`src/rtl/sender_arbiter_pkg.sv`:
```
// Shared types and widths for the UART sender arbiter.
package sender_arbiter_pkg;
  localparam int WORD_W = 32;
  localparam int BYTE_W = 8;

  typedef enum logic [1:0] {IDLE, SEND, WAIT_BUSY, GAP} sarb_state_t;
endpackage

```
`src/rtl/rr_arbiter.sv`:
```
// Combinational round-robin picker: first requester found searching upward
// from last+1 (mod NREQ). Outputs one-hot grant plus its index.
module rr_arbiter #(
  parameter int NREQ = 2,
  parameter int IDW  = $clog2(NREQ)
) (
  input  logic [NREQ-1:0] req,
  input  logic [IDW-1:0]  last,
  output logic [NREQ-1:0] gnt,
  output logic [IDW-1:0]  gnt_id
);
  logic [IDW-1:0] idx;

  // Walk offsets from farthest to nearest so the nearest match is written last.
  always_comb begin
    gnt    = '0;
    gnt_id = '0;
    idx    = '0;
    for (int k = NREQ; k >= 1; k--) begin
      idx = IDW'((int'(last) + k) % NREQ);
      if (req[idx]) begin
        gnt      = '0;
        gnt[idx] = 1'b1;
        gnt_id   = idx;
      end
    end
  end
endmodule

```
`src/rtl/sender_arbiter.sv`:
```
// Round-robin share of the byte-wide UART sender: one 32-bit word per grant,
// 1-4 bytes MSB-first on valid/ready, one-cycle ack at capture.
module sender_arbiter
  import sender_arbiter_pkg::*;
#(
  parameter int NREQ = 2,
  parameter int IDW  = $clog2(NREQ)
) (
  input  logic                     CLK,
  input  logic                     reset,
  input  logic [NREQ-1:0]          req,
  input  logic [NREQ*WORD_W-1:0]   word,
  input  logic [NREQ*2-1:0]        len,
  output logic [NREQ-1:0]          ack,
  input  logic                     sender_ready,
  output logic [BYTE_W-1:0]        output_data,
  output logic                     valid,
  output logic                     busy,
  output logic [IDW-1:0]           grant_id
);
  sarb_state_t        state_q, state_d;
  logic [WORD_W-1:0]  shreg_q, shreg_d;
  logic [1:0]         remain_q, remain_d;
  logic [IDW-1:0]     last_q, last_d;
  logic [IDW-1:0]     gid_q, gid_d;
  logic [NREQ-1:0]    ack_q, ack_d;
  logic [BYTE_W-1:0]  data_q, data_d;
  logic               valid_q, valid_d;

  logic [NREQ-1:0]    gnt;
  logic [IDW-1:0]     gnt_id;
  logic [WORD_W-1:0]  win_word;
  logic [1:0]         win_len;

  rr_arbiter #(.NREQ(NREQ), .IDW(IDW)) u_rr (
    .req    (req),
    .last   (last_q),
    .gnt    (gnt),
    .gnt_id (gnt_id)
  );

  assign win_word = word[gnt_id*WORD_W +: WORD_W];
  assign win_len  = len[gnt_id*2 +: 2];

  always_comb begin
    state_d  = state_q;
    shreg_d  = shreg_q;
    remain_d = remain_q;
    last_d   = last_q;
    gid_d    = gid_q;
    ack_d    = '0;
    data_d   = data_q;
    valid_d  = valid_q;
    unique case (state_q)
      IDLE: if (|req) begin
        shreg_d  = win_word;
        remain_d = win_len;
        last_d   = gnt_id;
        gid_d    = gnt_id;
        ack_d    = gnt;
        data_d   = win_word[WORD_W-1 -: BYTE_W];
        valid_d  = 1'b1;
        state_d  = SEND;
      end
      SEND: if (sender_ready) begin
        valid_d = 1'b0;
        state_d = WAIT_BUSY;
      end
      // Ready dropping proves the sender latched the byte before we offer another.
      WAIT_BUSY: if (!sender_ready) begin
        if (remain_q != 2'd0) begin
          shreg_d  = shreg_q << BYTE_W;
          data_d   = shreg_q[WORD_W-BYTE_W-1 -: BYTE_W];
          remain_d = remain_q - 2'd1;
          valid_d  = 1'b1;
          state_d  = SEND;
        end else begin
          state_d = GAP;
        end
      end
      GAP: if (sender_ready) state_d = IDLE;
      default: state_d = IDLE;
    endcase
  end

  always_ff @(posedge CLK or posedge reset) begin
    if (reset) begin
      state_q  <= IDLE;
      shreg_q  <= '0;
      remain_q <= '0;
      last_q   <= IDW'(NREQ-1);
      gid_q    <= '0;
      ack_q    <= '0;
      data_q   <= '0;
      valid_q  <= 1'b0;
    end else begin
      state_q  <= state_d;
      shreg_q  <= shreg_d;
      remain_q <= remain_d;
      last_q   <= last_d;
      gid_q    <= gid_d;
      ack_q    <= ack_d;
      data_q   <= data_d;
      valid_q  <= valid_d;
    end
  end

  assign ack         = ack_q;
  assign output_data = data_q;
  assign valid       = valid_q;
  assign busy        = (state_q != IDLE);
  assign grant_id    = gid_q;
endmodule

```
`config.mk`:
```
export PLATFORM = sky130hd
export DESIGN_NAME = sender_arbiter
export DESIGN_NICKNAME = d
export VERILOG_FILES = /design/src/rtl/sender_arbiter_pkg.sv /design/src/rtl/rr_arbiter.sv /design/src/rtl/sender_arbiter.sv
export SDC_FILE = /design/constraint.sdc
export NUM_CORES = 1
export LEC_CHECK = 0
export CAP_MARGIN = 20
export CORE_ASPECT_RATIO = 1.2
export CORE_MARGIN = 2
export CORE_UTILIZATION = 41
export CTS_CLUSTER_SIZE = 12
export DETAILED_ROUTE_END_ITERATION = 7
export MAX_ROUTING_LAYER = met4
export PLACE_DENSITY = 0.89
export SLEW_MARGIN = 20
export SYNTH_ARGS = -nofsm -noshare
export SYNTH_HDL_FRONTEND = slang
export SYNTH_SLANG_ARGS = --single-unit
```
`constraint.sdc`:
```
create_clock -name CLK -period 1.7 [get_ports CLK]
set_input_delay 0.34 -clock CLK [delete_from_list [all_inputs] [get_ports CLK]]
set_output_delay 0.34 -clock CLK [all_outputs]
set_load 0.02 [all_outputs]
```
==> impl_metrics.csv <==
group,metric,value,unit
outcome,outcome,"completed",
global_routing,grt_pass1_vias,2332,
hold_path,min_path_type,"primary input to asynchronous set/reset pin",
clocking,cts.reportedPaths.clkPinSlew,70,ps
critical_path,critPathArrivalTime,1270,ps
critical_path,cp-startpoint,"state_q[1]",
yosys,synth_compound_area_share,16.23,%
yosys,syn_nets,340,
yosys,syn_avg_cell_area,8.956,µm²
clocking,cts_max_level,2,
critical_path,worstPathRequired,1360,ps
clocking,cts.root.buffer_cell,"clkbuf_8",
cells_and_area,diodes,0,
placed_design,dp_hpwl,4.508,mm
cells_and_area,fillCellCount,478,
cells_and_area,synthToLayoutAreaGrowth,46.22,%
critical_path,endpoint_kind,"primary output",
global_routing,grt_pass1_wl,10.73,mm
critical_path,worstSetupPathType,"flip-flop to primary output",
global_routing,grt_usage,21.85,%
die,placementRows,30,
clocking,cts_tree,"built",
yosys,synth.cell_area,0.002382,mm²
yosys,synth_adder_area_share,0.5252,%
global_routing,antenna_found_initial,0,
detailed_routing,vias_per_cell,5.702,
timing,finalSetupViolations,0,
global_routing,grt_max_degree,33,
cells_and_area,multi_input_area,0.001115,mm²
clocking,hold_buffers,0,
cells_and_area,postLayoutCellArea,0.003483,mm²
timing,period_share,94.95,%
cells_and_area,final_nets,423,
cells_and_area,regArea,0.001027,mm²
timing,slew_violations,0,
die,core_area,0.005630,mm²
yosys,yosys.area_share.simple,26.00,%
die,die_x,73.59,µm
yosys,synth_top_cell_area_share,42.02,%
placed_design,io_buffer_count,85,
placed_design,gp_congestion,0.7656,
detailed_routing,drt_first_iter_violations,226,
power_and_ir_drop,ir_worst_vdd,1.021,mV
flow_run,drv_cap,0,
yosys,ys_warn_count,0,
die,ioPinCount,86,
placed_design,placed_cell_area,0.003378,mm²
power_and_ir_drop,powerDensity,1566,mW/mm²
clocking,cts_buffer_depth,2,
cells_and_area,final_core_util,61.87,%
yosys,synth_top_family_by_area,"simple AND/OR/NAND/NOR gates",
timing,finClkSkew,7.414,ps
critical_path,worstPathMaxFanout,3,
timing,fin_crit,1614,ps
yosys,synth_xor_area_share,0,%
critical_path,start_kind,"flip-flop",
clocking,cts_sinks,41,
timing,fmax,619.5,MHz
die,die_area,0.006439,mm²
detailed_routing,vias,2355,
detailed_routing,wl_per_cell,15.83,µm
detailed_routing,antenna_left,0,
critical_path,reg2reg_from,"state_q[1]",
clocking,post_cts_buffers,0,
yosys,synth-seq-cells,41,
detailed_routing,first_pass_iters,4,
yosys,postSynthCellCount,266,
yosys,ys_types,29,
timing,relSlewSlack,67.27,%
die,die_h,87.50,µm
power_and_ir_drop,leakagePower,1.440,nW
detailed_routing,drc_errors,0,
cells_and_area,final_layout_size_suffix_gt1_share,9.169,%
die,initial_core_util,42.31,%
clocking,cts_buffers,5,
timing,rsz0062_at_grt,"yes",
timing,finalHoldViolCount,0,
global_routing,grt_overflow_total,0,
detailed_routing,routed_wl,6.539,mm
yosys,synth_largest_area_cell,"dfrtp_1",
yosys,synthMuxAreaShare,3.361,%
clocking,clock_latency,300,ps
yosys,synth.area.top_cells,"dfrtp_1 42%, nor3_1 11%, o32ai_1 9.6%",
timing,worst_slew_pin_slew,488.0,ps
yosys,yosysSeqAreaShare,43.12,%
[worst max-delay path, cell delays in order, from the launching register on]
cell and delay, ps:
dfrtp_1 430, nor2_1 150, inv_1 70, dlygate4sd2_1 320
[routing by layer]
metal,track usage [%],part of all wire (%),vias to the layer above
met5,-,0,-
met4,6.942,0.93,0
met3,5.671,8.1,9
met2,34.90,50,94
met1,26.92,41,1110
li1,-,-,1142
[placed cells by master (no fill, tap or decap)]
master / netlist / routed
o21ai_1: 1 / 1
dlygate4sd2_1: 0 / 1
clkinv_1: 1 / 2
dfrtp_1: 40 / 40
ha_1: 1 / 1
o2bb2ai_1: 8 / 8
o21ai_2: 0 / 1
and3_4: 1 / 1
o21ai_0: 3 / 2
nor2b_4: 0 / 1
nand4_1: 24 / 24
nor3_1: 52 / 52
a21o_1: 1 / 1
nand3_1: 4 / 3
a31oi_1: 1 / 1
or3_1: 1 / 1
nand3_2: 0 / 1
buf_4: 0 / 11
buf_6: 5 / 1
nand2_1: 2 / 2
a21oi_1: 5 / 5
mux2i_1: 8 / 8
o32ai_1: 26 / 26
dfstp_2: 1 / 1
nor2_1: 2 / 2
clkdlybuf4s50_1: 0 / 84
o22a_1: 1 / 1
a21boi_2: 1 / 1
buf_12: 0 / 5
buf_8: 0 / 1
clkbuf_8: 0 / 6
nand2b_1: 24 / 24
a21bo_2: 1 / 1
inv_1: 29 / 28
clkinvlp_4: 0 / 1
[final timing paths]
path	slack, ps	end	cells after the start
max	90	busy	3
min	310	ack[0]	2
max reg2reg	110	shreg_q[16]	5
min reg2reg	480	shreg_q[6]	1
max in group asynchronous	920	output_data[7]	3
min in group CLK	480	shreg_q[6]	1
[state kept, by name, indices dropped and copies added (netlist names)]
register / cells
state_q: 2
remain_q: 2
valid: 1
output_data: 8
last_q: 1
shreg_q: 24
grant_id: 1
ack: 2
[logic make-up (layout without fill, tap and decap cells)]
family                   Yosys count  count (layout)
AND/OR/NAND/NOR                  111             111
buffers and inverters             57             140
AO/OA/AOI/OAI                     48              48
flip-flops                        41              41
multiplexers                       8               8
adder cells (fa/ha/maj)            1               1
[Yosys cell counts (all sizes together)]
cell     number
a21boi        1
a21o          1
nor2b         1
nor2          2
clkinv        1
nand4        24
clkbuf       15
buf          12
mux2i         8
o21ai         4
inv          29
and3          1
ha            1
dfrtp        40
a21oi         5
a21bo         1
nand3         4
a31oi         1
nand2         2
nand2b       24
o2bb2ai       8
or3           1
o32ai        26
o22a          1
dfstp         1
nor3         52
[through the flow]
step / worst slack, ps / total power [mW] / instances / TNS, ps / hold WS [ps]
6_report: 85.78 / 5.456 / 413 / 0 / 309.5
5_1_grt: -5.171 / 5.894 / 413 / -5.419 / 339.5
4_1_cts: 9.573 / 5.434 / 413 / 0 / 318.7
3_5_place_dp: -139.4 / 4.772 / 406 / -2813 / 468.5
3_3_place_gp: -122.7 / 4.653 / 406 / -1876 / 464.0
2_1_floorplan: 66.19 / 3.730 / 266 / 0 / 421.5
[report_power, final]
part / leakage [nW] / switching, mW / internal, mW
Combinational: 0.890 / 1.66 / 1.44
Sequential: 0.507 / 0.244 / 1.46
Clock: 0.0433 / 0.337 / 0.321
[final cells by class]
type,count,share of cell area [%]
Clock buffer,6,2.371
Timing Repair Buffer,103,30.39
Clock inverter,1,0.2155
Inverter,30,3.233
Tap cell,64,2.299
Sequential cell,41,29.49
Multi-Input combinational cell,168,32.00
[repair_timing]
item | in CTS | in global routing
gates resized for setup | 1 | 4
endpoints found under the setup margin | 1 | 24
pin swaps | 0 | 0
(Power assumes the default switching activity.)
==> edit 1, RTL diff (same settings) <==
`NREQ` is set to 2 in 2 places; all go to 4.
--- a/src/rtl/rr_arbiter.sv
+++ b/src/rtl/rr_arbiter.sv
@@ -1,7 +1,7 @@
 // Combinational round-robin picker: first requester found searching upward
 // from last+1 (mod NREQ). Outputs one-hot grant plus its index.
 module rr_arbiter #(
-  parameter int NREQ = 2,
+  parameter int NREQ = 4,
   parameter int IDW  = $clog2(NREQ)
 ) (
   input  logic [NREQ-1:0] req,
--- a/src/rtl/sender_arbiter.sv
+++ b/src/rtl/sender_arbiter.sv
@@ -3,7 +3,7 @@
 module sender_arbiter
   import sender_arbiter_pkg::*;
 #(
-  parameter int NREQ = 2,
+  parameter int NREQ = 4,
   parameter int IDW  = $clog2(NREQ)
 ) (
   input  logic                     CLK,
Ports: changed (5 resized); port bits go from 86 to 159. The function was not compared with the original's and may differ.
==> edit 1 against the original RTL <==
- the run now ends with negative setup slack left
- highest routed layer unchanged
- setup slack worse by 0.93 ns
- total power is 99% higher
- critical path type is now reg2reg
- count of clock-buffer cells in the layout is 1 lower
- final area is 77% higher
- sequential cell count is 4 higher
- wire length is 110% higher
- synthesized area is 52% higher
- global-route usage is 6.5 points higher
==> edit 1: results (changes against the original RTL) <==
{| class="wikitable"
! Metric !! Value
|-
| Arrival @ worst endpoint || 2.73 ns (+1.46 ns)
|-
| Cell depth of the worst flop-to-flop path || 9 (+4)
|-
| Worst Path Max Fanout || 7 (+4)
|-
| Worst-case headroom to the max-slew limit || 45.6% (-22 points)
|-
| Number of instances in the placed design || 695 (+71%)
|-
| Number of input and output port buffers inserted || 158 (+86%)
|-
| Synth unique cells || 45 (+55%)
|-
| Path type of the worst min-delay path || in2async
|-
| Worst R2R End || shreg_q[22]$_DFFE_PP0P_
|-
| Result of the run || finished, violations left
|-
| Global-route wire length before repair || 21,600 µm (+100%)
|-
| Largest net degree at the start of global routing || 26 (-21%)
|-
| Leakage power summed over all cells || 2.61 nW (+82%)
|-
| Setup violation total in the final timing report || 42 (+42)
|-
| Dpl cell area || 5730 µm² (+70%)
|-
| Register with the most flip-flops || shreg_q
|-
| Fraction of layout cells with a size suffix above 1 || 23.8% (+15 points)
|-
| Worst setup path class || reg2reg
|-
| Setup clock skew after layout || 0.00873 ns (+0.00132 ns)
|-
| Post-detailed-placement half-perimeter wirelength || 9980 µm (+120%)
|-
| Synth Instances || 404 (+52%)
|-
| Max FFs per register || 24 (unchanged)
|-
| Number of search-and-repair iterations in the first detailed-routing pass || 5 (+1)
|-
| Yosys warnings || 0 (unchanged)
|-
| Slowest cell on crit path || sky130_fd_sc_hd__dfstp_2
|-
| VDD IR max || 1.31 mV (+28%)
|-
| Routability congestion estimate from global placement || 0.877 (+15%)
|-
| H-tree Lvls || 2 (unchanged)
|-
| Total nets after synthesis || 554 (+63%)
|-
| Largest stage delay on the critical path || 0.57 ns (+0.14 ns)
|-
| Global-route track usage on met1 || 32.0% (+5.1 points)
|-
| DRT iter0 DRCs || 387 (+71%)
|-
| Violations in the final reports || negative setup slack
|-
| Nets@finish || 750 (+77%)
|-
| Initial antenna violation count || 0 (unchanged)
|-
| GR Layer Usage met3 || 5.20% (-0.47 points)
|-
| Worst-path clk slew || 0.09 ns (+0.02 ns)
|-
| Share of synthesized area occupied by flip-flops and latches || 31.1% (-12 points)
|-
| Final worst setup slack || -0.846 ns (-0.932 ns)
|-
| Final WL || 13,600 µm (+110%)
|-
| Internal || 6.11 mW (+90%)
|-
| Start point of the critical path || last_q[0]$_DFFE_PP1P_
|-
| Inserted Clock Buffers || 5 (unchanged)
|-
| Family of cells with the greatest summed delay on the critical path || simple AND/OR/NAND/NOR gates
|-
| Mean number of vias per cell || 5.87 (+2.9%)
|-
| Number of non-filler instances in the completed layout || 718 (+74%)
|-
| Met2 GRT Util || 50.3% (+15 points)
|-
| GR Util All Layers || 28.3% (+6.5 points)
|-
| Number of global-route vias before repair || 4,240 (+82%)
|-
| Top cells by count, synth || 49 x sky130_fd_sc_hd__mux2i_1, 43 x sky130_fd_sc_hd__dfrtp_1, 35 x sky130_fd_sc_hd__o21ai_0
|-
| Synth top area cells || sky130_fd_sc_hd__dfrtp_1 30%, sky130_fd_sc_hd__mux2i_1 14%, sky130_fd_sc_hd__a21o_1 5.2%
|-
| Clock root buffer || sky130_fd_sc_hd__clkbuf_8
|}
## edit 1: stage by stage
stage | setup WS [ns] | setup TNS, ns | utilization (%) | hold slack, ns
after global placement | -0.933 | -34.90 | 66.9 | 0.469
after detailed placement | -0.984 | -36.72 | 66.9 | 0.480
after CTS | -0.783 | -29.93 | 69.9 | 0.324
final | -0.846 | -31.82 | 72.0 | 0.308
after global routing | -0.903 | -35.10 | 72.0 | 0.328
after floorplan | -0.938 | -33.50 | - | 0.425
## edit 1: layer usage
layer  wire, µm  part of all wire, %
met2       7060                   52
met3       1050                  7.8
met4        469                  3.5
met1       4980                   37
met5          0                    0
## edit 1: area by class of cell
type / count / area, µm²
multi-input combinational: 315 / 2500
fill: 599 / 2400
timing repair buffer: 225 / 2270
sequential: 45 / 1130
tap: 117 / 146
clock buffer: 5 / 68.8
inverter: 8 / 32.5
clock inverter: 3 / 22.5
## edit 1: worst register-to-register path: stages, from the launching register on
cell and delay, ns:
sky130_fd_sc_hd__dfstp_2 0.57, sky130_fd_sc_hd__inv_4 0.04, sky130_fd_sc_hd__ha_4 0.27, sky130_fd_sc_hd__inv_2 0.04, sky130_fd_sc_hd__a221o_1 0.35, sky130_fd_sc_hd__or4_4 0.48
sky130_fd_sc_hd__nand2_8 0.13, sky130_fd_sc_hd__buf_12 0.15, sky130_fd_sc_hd__mux2i_1 0.26, sky130_fd_sc_hd__o211ai_1 0.14
## edit 1: worst min path at each step
stage / start / endpoint / slack (ns) / cells past startpoint
floorplan: sender_ready / state_q[0]$_DFFE_PP0P_ / 0.42 / 1
global placement: shreg_q[6]$_DFFE_PP0P_ / shreg_q[6]$_DFFE_PP0P_ / 0.47 / 2
detailed placement: shreg_q[6]$_DFFE_PP0P_ / shreg_q[6]$_DFFE_PP0P_ / 0.48 / 2
CTS: reset / shreg_q[23]$_DFFE_PP0P_ / 0.32 / 2
global route: reset / shreg_q[22]$_DFFE_PP0P_ / 0.33 / 2
finish: reset / output_data[0]$_DFFE_PP0P_ / 0.31 / 2
## edit 1: timing repair
action	CTS	global route
setup buffers	4	9
cloned	2	0
endpoints found under the setup margin	44	43
pin swaps	2	3
gates resized for setup	31	22
endpoints found under the hold margin	0	0
## edit 1: kinds of logic after synthesis
family	synth area share [%]
AO/OA/AOI/OAI	28.5
adder cells (fa/ha/maj)	2.42
buffers and inverters	6.21
AND/OR/NAND/NOR	15.5
flip-flops	31.1
multiplexers	16.0
XOR/XNOR	0.242
## edit 1: power groups by stage
stage | registers [mW] | logic [mW] | clock network (mW)
after global placement | 1.86 | 6.81 | 0
final | 1.88 | 8.27 | 0.696
after global routing | 1.93 | 8.80 | 0.738
after floorplan | 1.98 | 4.43 | 0
after CTS | 1.87 | 7.63 | 0.696
after detailed placement | 1.89 | 7.10 | 0
==> edit 2, RTL diff (same settings) <==
Made on the original files. The 4 states of `sarb_state_t` get a one-hot encoding in 4 bits.
--- a/src/rtl/sender_arbiter_pkg.sv
+++ b/src/rtl/sender_arbiter_pkg.sv
@@ -3,6 +3,6 @@
   localparam int WORD_W = 32;
   localparam int BYTE_W = 8;
 
-  typedef enum logic [1:0] {IDLE, SEND, WAIT_BUSY, GAP} sarb_state_t;
+  typedef enum logic [3:0] {IDLE = 4'b0001, SEND = 4'b0010, WAIT_BUSY = 4'b0100, GAP = 4'b1000} sarb_state_t;
 endpackage
 
Behaviour: same outputs for any inputs over 4 cycles, from zero or initial values and one cycle with reset high; so few cycles prove little.
==> edit 2 against the original RTL <==
- the flow now finishes with violations (negative setup slack)
- clock skew decreased by 0.0025 ns
- maximum frequency is 5.1% lower
- total power down 3.3%
- die area shrank 9.4%
- cell count fell by 4.8%
- setup slack got worse by 0.087 ns
- non-clock buffer count is 16 higher
- synthesized area down 9.9%
- sequential cell count rose by 2
- final area is 1.3% lower
- sequential share of layout area increased by 1.9 points
- clock power down 4.6%
- combinational power fell by 11%
- wire length is 0.47% lower
- critical path type unchanged
- largest power group unchanged
==> edit 2: results (changes against the original RTL) <==
{| class="wikitable"
! Metric !! Value
|-
| Result of the run || finished, violations left
|-
| Violations in the final reports || negative setup slack
|-
| Global-route track usage on met1 || 27.7% (+0.83 points)
|-
| Worst R2R End || shreg_q[0]$_DFFE_PP0P_
|-
| Mean number of vias per cell || 5.57 (-2.4%)
|-
| Tightest Pin Transition || 0.402 ns (-0.0864 ns)
|-
| GR Layer Usage met3 || 4.25% (-1.4 points)
|-
| Clock Power || 628 µW (-4.6%)
|-
| Met2 GRT Util || 40.8% (+5.9 points)
|-
| DRT iter0 DRCs || 102 (-55%)
|-
| Routability congestion estimate from global placement || 0.907 (+18%)
|-
| Setup violation total in the final timing report || 1 (+1)
|-
| Total negative slack for setup checks || -0.00149 ns (-0.00149 ns)
|-
| PnR Total Power || 5.27 mW (-3.3%)
|-
| Largest stage delay on the critical path || 0.58 ns (+0.15 ns)
|-
| Slowest cell on crit path || sky130_fd_sc_hd__dfstp_2
|-
| Sum of routed wire segments on met1 || 2580 µm (-3.1%)
|-
| Largest net degree at the start of global routing || 25 (-24%)
|-
| Non-CTS buffers || 119 (+16%)
|-
| Sequential fraction of total cell area || 31.4% (+1.9 points)
|-
| Amount of wire on met3 after detailed routing || 363 µm (-31%)
|-
| Arrival @ worst endpoint || 1.36 ns (+0.09 ns)
|-
| Total of clock buffers placed in the layout || 8 (+2)
|-
| Post-detailed-placement half-perimeter wirelength || 4740 µm (+5.2%)
|-
| Final worst setup slack || -0.00149 ns (-0.0873 ns)
|-
| Nets@finish || 406 (-4.0%)
|-
| Flop and latch count out of synthesis || 43 (+4.9%)
|-
| Average cell area after synthesis || 9.76 µm² (+9.0%)
|-
| Number of non-filler instances in the completed layout || 393 (-4.8%)
|}
==> edit 2: logic make-up (layout without fill, tap and decap cells) <==
group	count (synthesis)	after routing	share of synthesized area (%)
AOI/OAI and AO/OA	72	72	23.3
xor gates and xnor gates	1	1	0.408
adders and majority gates	1	1	0.583
buffers and inverters	19	132	4.55
DFF	43	43	50.2
muxes	10	10	4.66
and+or+nand+nor	74	74	16.3
==> edit 2: timing repair <==
| item | 4_1_cts | 5_1_grt |
|---|---|---|
| gates resized for setup | 5 | 10 |
| pin swaps | 0 | 5 |
| endpoints found under the setup margin | 2 | 18 |
| setup buffers | 0 | 2 |
==> edit 2: worst max path at each step <==
stage	end	cells past startpoint	slack, ns
floorplan	output_data[0]$_DFFE_PP0P_	6	0.02
global placement	shreg_q[0]$_DFFE_PP0P_	6	-0.08
detailed placement	shreg_q[0]$_DFFE_PP0P_	6	-0.13
CTS	remain_q[0]$_DFFE_PP0P_	7	0.02
global route	busy	4	-0.04
finish	busy	4	-0.001
